==> src/rtl/rps_round_judge.sv <==
// rps_round_judge: runs one rock-paper-scissors round per start request (collect locks, timeout, judge, show).
// Optional build macro ROUND_LIMIT_EN adds a round limit (MAX_ROUNDS) that parks the block in DONE.
module rps_round_judge #(
   parameter int TIMEOUT_CYCLES = 1000,
   parameter int HOLD_CYCLES    = 4,
   parameter int MAX_ROUNDS     = 9
) (
   input  logic       clk,
   input  logic       resetn,
   input  logic       start,
   input  logic [1:0] p1_move,
   input  logic       p1_lock,
   input  logic [1:0] p2_move,
   input  logic       p2_lock,
   output logic [1:0] matchresult,
   output logic       result_valid,
   output logic       busy,
   output logic       timed_out,
   output logic       game_over
);

   localparam int CNT_W  = $clog2(TIMEOUT_CYCLES);
   localparam int HOLD_W = (HOLD_CYCLES > 1) ? $clog2(HOLD_CYCLES) : 1;
   localparam logic [CNT_W-1:0]  CNT_LAST  = CNT_W'(TIMEOUT_CYCLES - 1);
   localparam logic [HOLD_W-1:0] HOLD_LAST = HOLD_W'(HOLD_CYCLES - 1);

   localparam logic [1:0] MV_NONE     = 2'b00;
   localparam logic [1:0] MV_ROCK     = 2'b01;
   localparam logic [1:0] MV_PAPER    = 2'b10;
   localparam logic [1:0] MV_SCISSORS = 2'b11;

   localparam logic [1:0] RES_IDLE = 2'b00;
   localparam logic [1:0] RES_WIN  = 2'b01;
   localparam logic [1:0] RES_LOSE = 2'b11;
   localparam logic [1:0] RES_DRAW = 2'b10;

   if (TIMEOUT_CYCLES < 2 || HOLD_CYCLES < 1 || MAX_ROUNDS < 1 || MAX_ROUNDS > 15) begin : g_param_check
      $error("rps_round_judge: parameter out of range");
   end

   typedef enum logic [2:0] {
      ST_IDLE    = 3'd0,
      ST_COLLECT = 3'd1,
      ST_JUDGE   = 3'd2,
      ST_SHOW    = 3'd3
`ifdef ROUND_LIMIT_EN
      , ST_DONE  = 3'd4
`endif
   } state_t;

   function automatic logic p1_beats(input logic [1:0] m1, input logic [1:0] m2);
      logic win;
      case ({m1, m2})
         {MV_ROCK, MV_SCISSORS},
         {MV_SCISSORS, MV_PAPER},
         {MV_PAPER, MV_ROCK}:     win = 1'b1;
         default:                 win = 1'b0;
      endcase
      return win;
   endfunction

   // A missing lock forfeits the round to whoever did lock; no locks at all is a draw.
   function automatic logic [1:0] judge(input logic l1, input logic l2,
                                        input logic [1:0] m1, input logic [1:0] m2);
      logic [1:0] res;
      case ({l1, l2})
         2'b11: begin
            if (m1 == m2) begin
               res = RES_DRAW;
            end else if (p1_beats(m1, m2)) begin
               res = RES_WIN;
            end else begin
               res = RES_LOSE;
            end
         end
         2'b10:   res = RES_WIN;
         2'b01:   res = RES_LOSE;
         default: res = RES_DRAW;
      endcase
      return res;
   endfunction

   state_t            state_r, state_s;
   logic [1:0]        p1_move_r, p1_move_s, p2_move_r, p2_move_s;
   logic              p1_locked_r, p1_locked_s, p2_locked_r, p2_locked_s;
   logic [CNT_W-1:0]  cnt_r, cnt_s;
   logic [HOLD_W-1:0] hold_r, hold_s;
   logic              to_mark_r, to_mark_s;
   logic [1:0]        matchresult_r, matchresult_s;
   logic              result_valid_r, result_valid_s;
   logic              busy_r, busy_s;
   logic              timed_out_r, timed_out_s;
   logic              p1_take_s, p2_take_s;

   assign p1_take_s = p1_lock && !p1_locked_r && (p1_move != MV_NONE);
   assign p2_take_s = p2_lock && !p2_locked_r && (p2_move != MV_NONE);

`ifdef ROUND_LIMIT_EN
   localparam logic [3:0] ROUND_LAST = 4'(MAX_ROUNDS);
   logic [3:0] round_r, round_s;
   logic       game_over_r;
`endif

   // Next-state, latch and output-register values for the round sequencer.
   always_comb begin
      state_s        = state_r;
      p1_move_s      = p1_move_r;
      p2_move_s      = p2_move_r;
      p1_locked_s    = p1_locked_r;
      p2_locked_s    = p2_locked_r;
      cnt_s          = cnt_r;
      hold_s         = hold_r;
      to_mark_s      = to_mark_r;
      matchresult_s  = matchresult_r;
      result_valid_s = 1'b0;
      timed_out_s    = timed_out_r;
`ifdef ROUND_LIMIT_EN
      round_s        = round_r;
`endif
      case (state_r)
         ST_IDLE: begin
            if (start) begin
               state_s     = ST_COLLECT;
               p1_move_s   = MV_NONE;
               p2_move_s   = MV_NONE;
               p1_locked_s = 1'b0;
               p2_locked_s = 1'b0;
               cnt_s       = '0;
               to_mark_s   = 1'b0;
            end else begin
               state_s = ST_IDLE;
            end
         end
         ST_COLLECT: begin
            cnt_s = cnt_r + CNT_W'(1);
            if (p1_take_s) begin
               p1_locked_s = 1'b1;
               p1_move_s   = p1_move;
            end else begin
               p1_locked_s = p1_locked_r;
            end
            if (p2_take_s) begin
               p2_locked_s = 1'b1;
               p2_move_s   = p2_move;
            end else begin
               p2_locked_s = p2_locked_r;
            end
            // Locks arriving on the timeout edge count, so both-locked wins over timeout.
            if (p1_locked_s && p2_locked_s) begin
               state_s   = ST_JUDGE;
               to_mark_s = 1'b0;
            end else if (cnt_r == CNT_LAST) begin
               state_s   = ST_JUDGE;
               to_mark_s = 1'b1;
            end else begin
               state_s = ST_COLLECT;
            end
         end
         ST_JUDGE: begin
            state_s        = ST_SHOW;
            matchresult_s  = judge(p1_locked_r, p2_locked_r, p1_move_r, p2_move_r);
            result_valid_s = 1'b1;
            timed_out_s    = to_mark_r;
            hold_s         = '0;
`ifdef ROUND_LIMIT_EN
            round_s        = round_r + 4'd1;
`endif
         end
         ST_SHOW: begin
            if (hold_r == HOLD_LAST) begin
               matchresult_s = RES_IDLE;
               timed_out_s   = 1'b0;
`ifdef ROUND_LIMIT_EN
               if (round_r == ROUND_LAST) begin
                  state_s = ST_DONE;
               end else begin
                  state_s = ST_IDLE;
               end
`else
               state_s = ST_IDLE;
`endif
            end else begin
               hold_s = hold_r + HOLD_W'(1);
            end
         end
`ifdef ROUND_LIMIT_EN
         ST_DONE: begin
            state_s = ST_DONE;
         end
`endif
         default: begin
            state_s       = ST_IDLE;
            matchresult_s = RES_IDLE;
            timed_out_s   = 1'b0;
         end
      endcase
      busy_s = (state_s == ST_COLLECT) || (state_s == ST_JUDGE) || (state_s == ST_SHOW);
   end

   // State, latched moves, counters and registered outputs.
   always_ff @(posedge clk or negedge resetn) begin
      if (!resetn) begin
         state_r        <= ST_IDLE;
         p1_move_r      <= MV_NONE;
         p2_move_r      <= MV_NONE;
         p1_locked_r    <= 1'b0;
         p2_locked_r    <= 1'b0;
         cnt_r          <= '0;
         hold_r         <= '0;
         to_mark_r      <= 1'b0;
         matchresult_r  <= RES_IDLE;
         result_valid_r <= 1'b0;
         busy_r         <= 1'b0;
         timed_out_r    <= 1'b0;
      end else begin
         state_r        <= state_s;
         p1_move_r      <= p1_move_s;
         p2_move_r      <= p2_move_s;
         p1_locked_r    <= p1_locked_s;
         p2_locked_r    <= p2_locked_s;
         cnt_r          <= cnt_s;
         hold_r         <= hold_s;
         to_mark_r      <= to_mark_s;
         matchresult_r  <= matchresult_s;
         result_valid_r <= result_valid_s;
         busy_r         <= busy_s;
         timed_out_r    <= timed_out_s;
      end
   end

`ifdef ROUND_LIMIT_EN
   // Round count and the sticky game-over flag; only resetn leaves DONE.
   always_ff @(posedge clk or negedge resetn) begin
      if (!resetn) begin
         round_r     <= 4'd0;
         game_over_r <= 1'b0;
      end else begin
         round_r     <= round_s;
         game_over_r <= (state_s == ST_DONE);
      end
   end

   assign game_over = game_over_r;
`else
   assign game_over = 1'b0;
`endif

   assign matchresult  = matchresult_r;
   assign result_valid = result_valid_r;
   assign busy         = busy_r;
   assign timed_out    = timed_out_r;

endmodule

==> config.mk <==
export PLATFORM = sky130hd
export DESIGN_NAME = rps_round_judge
export DESIGN_NICKNAME = d
export VERILOG_FILES = /design/src/rtl/rps_round_judge.sv
export SDC_FILE = /design/constraint.sdc
export NUM_CORES = 1
export LEC_CHECK = 0
export CORE_MARGIN = 4
export CORE_UTILIZATION = 45
export DETAILED_ROUTE_END_ITERATION = 10
export GPL_ROUTABILITY_DRIVEN = 1
export PLACE_DENSITY = 0.66
export REMOVE_ABC_BUFFERS = 1
export SETUP_SLACK_MARGIN = 0.15
export SLEW_MARGIN = 20
export SYNTH_ARGS = -nofsm -noshare
export SYNTH_HDL_FRONTEND = slang
export SYNTH_SLANG_ARGS = --single-unit
==> constraint.sdc <==
create_clock -name clk -period 1.92 [get_ports clk]
set_clock_uncertainty 0.1 [all_clocks]
set_input_delay 0.288 -clock clk [delete_from_list [all_inputs] [get_ports clk]]
set_output_delay 0.288 -clock clk [all_outputs]
set_load 0.1 [all_outputs]
==> impl_metrics.csv, run 1 <==
group,metric,value,unit
global_route,antenna_found_initial,0,
floorplan,ios,15,
setup_path,slowest_delay,450,ps
logic_synthesis,synth_area_leader_cell,"dfrtp_1",
cts,cts_hold_buffers,0,
routing,antenna_left,0,
logic_synthesis,syn_area,0.00143,mm²
flow_run,cap_violations,0,
global_route,grt_max_degree,28,
cts,h-tree-depth,1,
logic_synthesis,synthDistinctLibCells,45,
floorplan,die_h,64.4,µm
cts,clk_pin_slew,140,ps
cts,cts.path.max_buffers,2,
floorplan,start_util,46.8,%
logic_synthesis,ys_warn_count,0,
routing,drt_iter0_drc,70,
placement,placed_cells,196,
power_and_ir_drop,p_leak,0.742,nW
sta,max_freq,601,MHz
logic_synthesis,synth_area_leaders,"dfrtp_1 (47%), a22o_1 (5.5%), o21ai_0 (4.2%)",
logic_synthesis,synth-edff-count,0,
logic_synthesis,yosys_register_bits,27,
logic_synthesis,syn_inst,138,
setup_path,slowest_stage,"dfrtp_2",
cells_and_area,drive_gt1_share,14.6,%
setup_path,cp_cell_sequence,"ha_1 > nand4b_1 > or3_1 > a311oi_1",
cells_and_area,antennaDiodeCount,0,
sta,finalMaxSlewViolations,0,
setup_path,crit_fanout,7,
cts,cts_buffers,3,
cts,clock_sinks,27,
logic_synthesis,ys_top_cells_by_count,"dfrtp_1 (27), o21ai_0 (12), nand2_1 (11)",
logic_synthesis,ys.flop_type,"dfrtp_1",
logic_synthesis,async_flop_share,100,%
power_and_ir_drop,p_per_area,874,mW/mm²
cells_and_area,nets,171,
setup_path,crit_type,"reg2reg",
setup_path,cp-end-kind,"flop",
logic_synthesis,ys_seq_area_share,47.3,%
worst_hold_path,hold_class,"in2async",
sta,period_share,86.6,%
setup_path,worst-path-buf-inv,0,
logic_synthesis,synth.most_common_cell,"dfrtp_1",
floorplan,core,0.00305,mm²
global_route,grtUsageTotal,15.8,%
floorplan,fp.dieW,64.4,µm
cells_and_area,stdcell_count,201,
floorplan,rows,20,
routing,drt_wl_total,2.84,mm
setup_path,worst_ep_arrival_time,1790,ps
setup_path,critPathTopFamily,"simple AND/OR/NAND/NOR gates",
routing,avgViaCountPerCell,5.47,
sta,setup_viol,0,
sta,hold_viol,0,
status,outcome,"complete, no violations",
setup_path,required,2050,ps
routing,dr.pass1.iters,4,
routing,via_count,1100,
global_route,overflow,0,
cells_and_area,synthToLayoutAreaGrowth,14.8,%
global_route,grt_pass1_wl,5.23,mm
global_route,grt_pass1_vias,1161,
routing,wire_per_inst,14.1,µm
placement,gp_congestion,0.812,
floorplan,fp.dieArea,0.00414,mm²
power_and_ir_drop,vdd_ir_drop_max,0.450,mV
sta,final.setup.tns,0,ps
cts,cts-root-buf,"clkbuf_4",
logic_synthesis,yosys.area.top_type_share,47.3,%
cells_and_area,fill_cells,293,
routing,drc,0,
logic_synthesis,avgSynthCellArea,10.4,µm²
setup_path,cp-start-kind,"flop",
cts,cts_tree,"built",
cts,clk_latency,320,ps
sta,finalCriticalPeriod,1660,ps
placement,dp.final_hpwl,2.08,mm
placement,portBuffers,13,
sta,rsz0062_at_grt,"false",
[registers in the layout (all words and copies together) (netlist names)]
name / cells
result_valid: 1
cnt_r: 10
hold_r: 2
p2_locked_r: 1
p1_move_r: 2
p1_locked_r: 1
state_r: 3
timed_out: 1
busy: 1
matchresult: 2
to_mark_r: 1
p2_move_r: 2
[stage by stage]
| step | area [µm²] | worst slack [ps] | hold WS, ps | power (W) | util (%) |
|---|---|---|---|---|---|
| 2_1_floorplan | 1390 | 239 | -108 | 0.00104 | - |
| 3_5_place_dp | 1600 | 206 | 363 | 0.00120 | 52.5 |
| 4_1_cts | 1630 | 193 | 213 | 0.00144 | 53.4 |
| 3_3_place_gp | 1600 | 202 | 362 | 0.00118 | 52.5 |
| 5_1_grt | 1640 | 156 | 225 | 0.00156 | 53.7 |
| 6_report | 1640 | 257 | 216 | 0.00143 | 53.7 |
[report_power, final]
group / total, W / internal [W] / switching [W] / leakage (nW)
registers: 0.000745 / 0.000648 / 0.0000972 / 0.364
clock network: 0.000240 / 0.0000812 / 0.000158 / 0.0150
logic: 0.000449 / 0.000198 / 0.000251 / 0.363
[cells by family after synthesis]
logic type	Yosys count	synth area share (%)
fa+ha+maj	4	3.50
flops	27	47.3
compound gates	45	21.0
xor+xnor	3	1.84
simple gates	48	20.8
other cells	1	0.262
mux	2	1.49
buf+inv	8	3.85
[path summary, 6_finish.rpt]
check	to	depth (start not counted)	start	slack, ps
max in group asynchronous	cnt_r[1]$_DFFE_PN0P_	2	resetn	1220
min in group clk	matchresult[0]$_DFFE_PN0P_	2	matchresult[0]$_DFFE_PN0P_	390
min reg2reg	matchresult[0]$_DFFE_PN0P_	2	matchresult[0]$_DFFE_PN0P_	390
min	p2_move_r[0]$_DFFE_PN0P_	2	resetn	220
max	state_r[1]$_DFF_PN0_	4	cnt_r[1]$_DFFE_PN0P_	260
max reg2reg	state_r[1]$_DFF_PN0_	4	cnt_r[1]$_DFFE_PN0P_	260
[routing by layer]
layer	share of wire [%]	vias up	GRT usage, %
li1	-	551	-
met1	47	533	19.9
met2	50	14	27.4
met3	2.7	2	2.99
met4	0.63	0	4.75
met5	0	-	0
[what timing repair did]
item,CTS,global route
endpoints found under the setup margin,0,9
buffers inserted,0,1
resized for setup,0,2
[layout by cell type (no fill, tap or decap), types with 3 or more instances in the layout]
cell type        netlist  routed
a21oi_1                7       7
a22o_1                 9       9
a31oi_1                3       3
and3_1                 4       4
buf_4                  2      12
clkbuf_4               0       3
clkdlybuf4s50_1        0       8
dfrtp_1               27      26
ha_1                   4       4
nand2_1               11      11
nand2b_1               3       3
nand3_1                4       4
nor2_1                 8       8
o21ai_0               12      12
o31ai_1                3       3
[cell type report]
type	instances	area [µm²]	area share, %
inverter	2	7.51	0.458
sequential	27	677	41.3
clock buffer	4	26.3	1.60
tap	44	55.1	3.36
timing repair buffer	20	170	10.4
multi-input combinational	104	704	42.9
(Power assumes the default switching activity.)
==> run 2: changes to the inputs <==
CORE_MARGIN = 2   (was 4)
CORE_UTILIZATION = 55   (was 45)
PLACE_DENSITY = 0.78   (was 0.66)
==> run 2 against run 1 <==
Compared with the run above: sequential power about the same; non-clock buffer count increased by 2; design area increased by 0.15%; final cell count decreased by 6.0%; critical endpoint unchanged; largest cell class unchanged.
==> impl_metrics.csv, run 2 (synthesis results as in run 1) <==
group,metric,value,unit
setup_path,r2r-start,"cnt_r[1]$_DFFE_PN0P_",
floorplan,fp.dieW,55.0,µm
setup_path,required,2070,ps
sta,final.setup.tns,0,ps
setup_path,cp.depth,4,
sta,period_share,89.8,%
sta,rsz0062_at_grt,"true",
floorplan,core,0.00248,mm²
worst_hold_path,hold_class,"in2async",
power_and_ir_drop,finalPower,0.00147,W
cells_and_area,antennaDiodeCount,0,
cells_and_area,final_common_cell,"dfrtp_1",
global_route,overflow,0,
setup_path,cp-end-kind,"flop",
cts,cts.path.max_buffers,2,
sta,finalMaxSlewViolations,0,
placement,portBuffers,13,
global_route,grtUsageTotal,21.3,%
flow_run,cap_violations,0,
cells_and_area,nets,173,
sta,setup_viol,0,
cts,cts-root-buf,"clkbuf_4",
placement,gp_congestion,0.766,
setup_path,slowest_stage,"dfrtp_1",
setup_path,cp_cell_sequence,"ha_2 > nand4b_1 > or3_1 > a311oi_1",
setup_path,cp-start-kind,"flop",
placement,dp.final_hpwl,2.11,mm
global_route,grt_pass1_vias,1070,
cells_and_area,largest_reg_flops,10,
status,outcome,"complete, no violations",
routing,dr.pass1.iters,4,
routing,drc,0,
cts,clock_sinks,27,
floorplan,rows,18,
placement,dpl-instance-area,0.00158,mm²
sta,finalCriticalPeriod,1720,ps
cts,cts_buffers,3,
global_route,grt_pass1_wl,4.56,mm
setup_path,crit_path_start,"cnt_r[1]$_DFFE_PN0P_",
sta,worst_slack,195,ps
routing,avgViaCountPerCell,6.13,
floorplan,ios,15,
power_and_ir_drop,p_per_area,894,mW/mm²
floorplan,die_h,55.0,µm
setup_path,endpoint,"state_r[1]$_DFF_PN0_",
cts,clk_pin_slew,150,ps
cells_and_area,fin_area,0.00164,mm²
cells_and_area,drive_gt1_share,16.4,%
global_route,grt_max_degree,28,
sta,hold_viol,0,
cts,h-tree-depth,1,
routing,antenna_left,0,
global_route,antenna_found_initial,0,
floorplan,start_util,57.7,%
setup_path,worst-path-buf-inv,0,
cts,clk_latency,330,ps
sta,max_freq,580,MHz
setup_path,slowest_delay,500,ps
cells_and_area,largest-register,"cnt_r",
placement,pre_cts_ws,68.1,ps
routing,via_count,1158,
setup_path,worst_ep_arrival_time,1870,ps
setup_path,worstRegToRegCells,4,
cells_and_area,reg_top3,"cnt_r (10), state_r (3)",
setup_path,crit_fanout,7,
routing,wire_per_inst,15.0,µm
cells_and_area,final_cell_mix,"dfrtp_1 (27), buf_4 (14), o21ai_0 (12)",
floorplan,fp.dieArea,0.00302,mm²
routing,drt_wl_total,2.83,mm
setup_path,r2r-end,"state_r[1]$_DFF_PN0_",
setup_path,crit_type,"reg2reg",
power_and_ir_drop,vdd_ir_drop_max,0.767,mV
power_and_ir_drop,p_leak,0.750,nW
setup_path,reg2reg_slack,200,ps
setup_path,critPathTopFamily,"flip-flops",
cts,cts_tree,"built",
cells_and_area,fin_util,66.3,%
routing,drt_iter0_drc,20,
cells_and_area,synthToLayoutAreaGrowth,15.0,%
[run 2: cell types whose count changed in the layout (fill, tap and decap cells not counted), sizes merged]
cell      before  now
clkinvlp       0    1
buf           12   14
clkbuf         4    3
[run 2: stage by stage]
stage	hold WS, ps	std cells
after floorplan	-108	133
after global placement	362	181
after detailed placement	363	181
after CTS	209	185
after global routing	228	189
final	202	189
[run 2: metal layers]
| metal | wire, µm | track usage, % | vias up |
|---|---|---|---|
| met5 | 0 | 0 | - |
| met2 | 1490 | 39.3 | 29 |
| met4 | 40 | 7.32 | 0 |
| li1 | - | - | 561 |
| met3 | 136 | 4.84 | 7 |
| met1 | 1160 | 23.9 | 561 |
[run 2: cell type report]
class | count | area, µm²
Tap cell | 30 | 37.5
Sequential cell | 27 | 676
Multi-Input combinational cell | 104 | 707
Clock buffer | 3 | 22.5
Clock inverter | 1 | 7.51
Timing Repair Buffer | 22 | 185
Inverter | 2 | 7.51
Fill cell | 214 | 835
[run 2: where the power goes]
part	switching (W)	internal [W]	total (W)
Sequential	0.0000982	0.000646	0.000744
Combinational	0.000261	0.000208	0.000469
Clock	0.000176	0.0000799	0.000255
Total	0.000535	0.000933	0.00147
[run 2: worst min-delay path by stage]
stage                                 end  slack, ps  depth (start not counted)
6_report         p2_move_r[0]$_DFFE_PN0P_        200                          2
3_5_place_dp   matchresult[0]$_DFFE_PN0P_        360                          2
2_1_floorplan              busy$_DFF_PN0_       -110                          0
5_1_grt          p2_move_r[0]$_DFFE_PN0P_        230                          2
4_1_cts          p2_move_r[0]$_DFFE_PN0P_        210                          2
3_3_place_gp   matchresult[0]$_DFFE_PN0P_        360                          2
[run 2: timing repair]
| item | 4_1_cts | 5_1_grt |
|---|---|---|
| gates resized for setup | 0 | 2 |
| hold buffers | 0 | 0 |
| setup buffers | 0 | 4 |
| endpoints found under the setup margin | 1 | 11 |
| pin swaps | 1 | 2 |
==> run 3: changes to the inputs <==
SLEW_MARGIN = unset   (was 20)
==> results of run 3 <==
No change in the layout: final DEF, timing and power equal those of run 2.
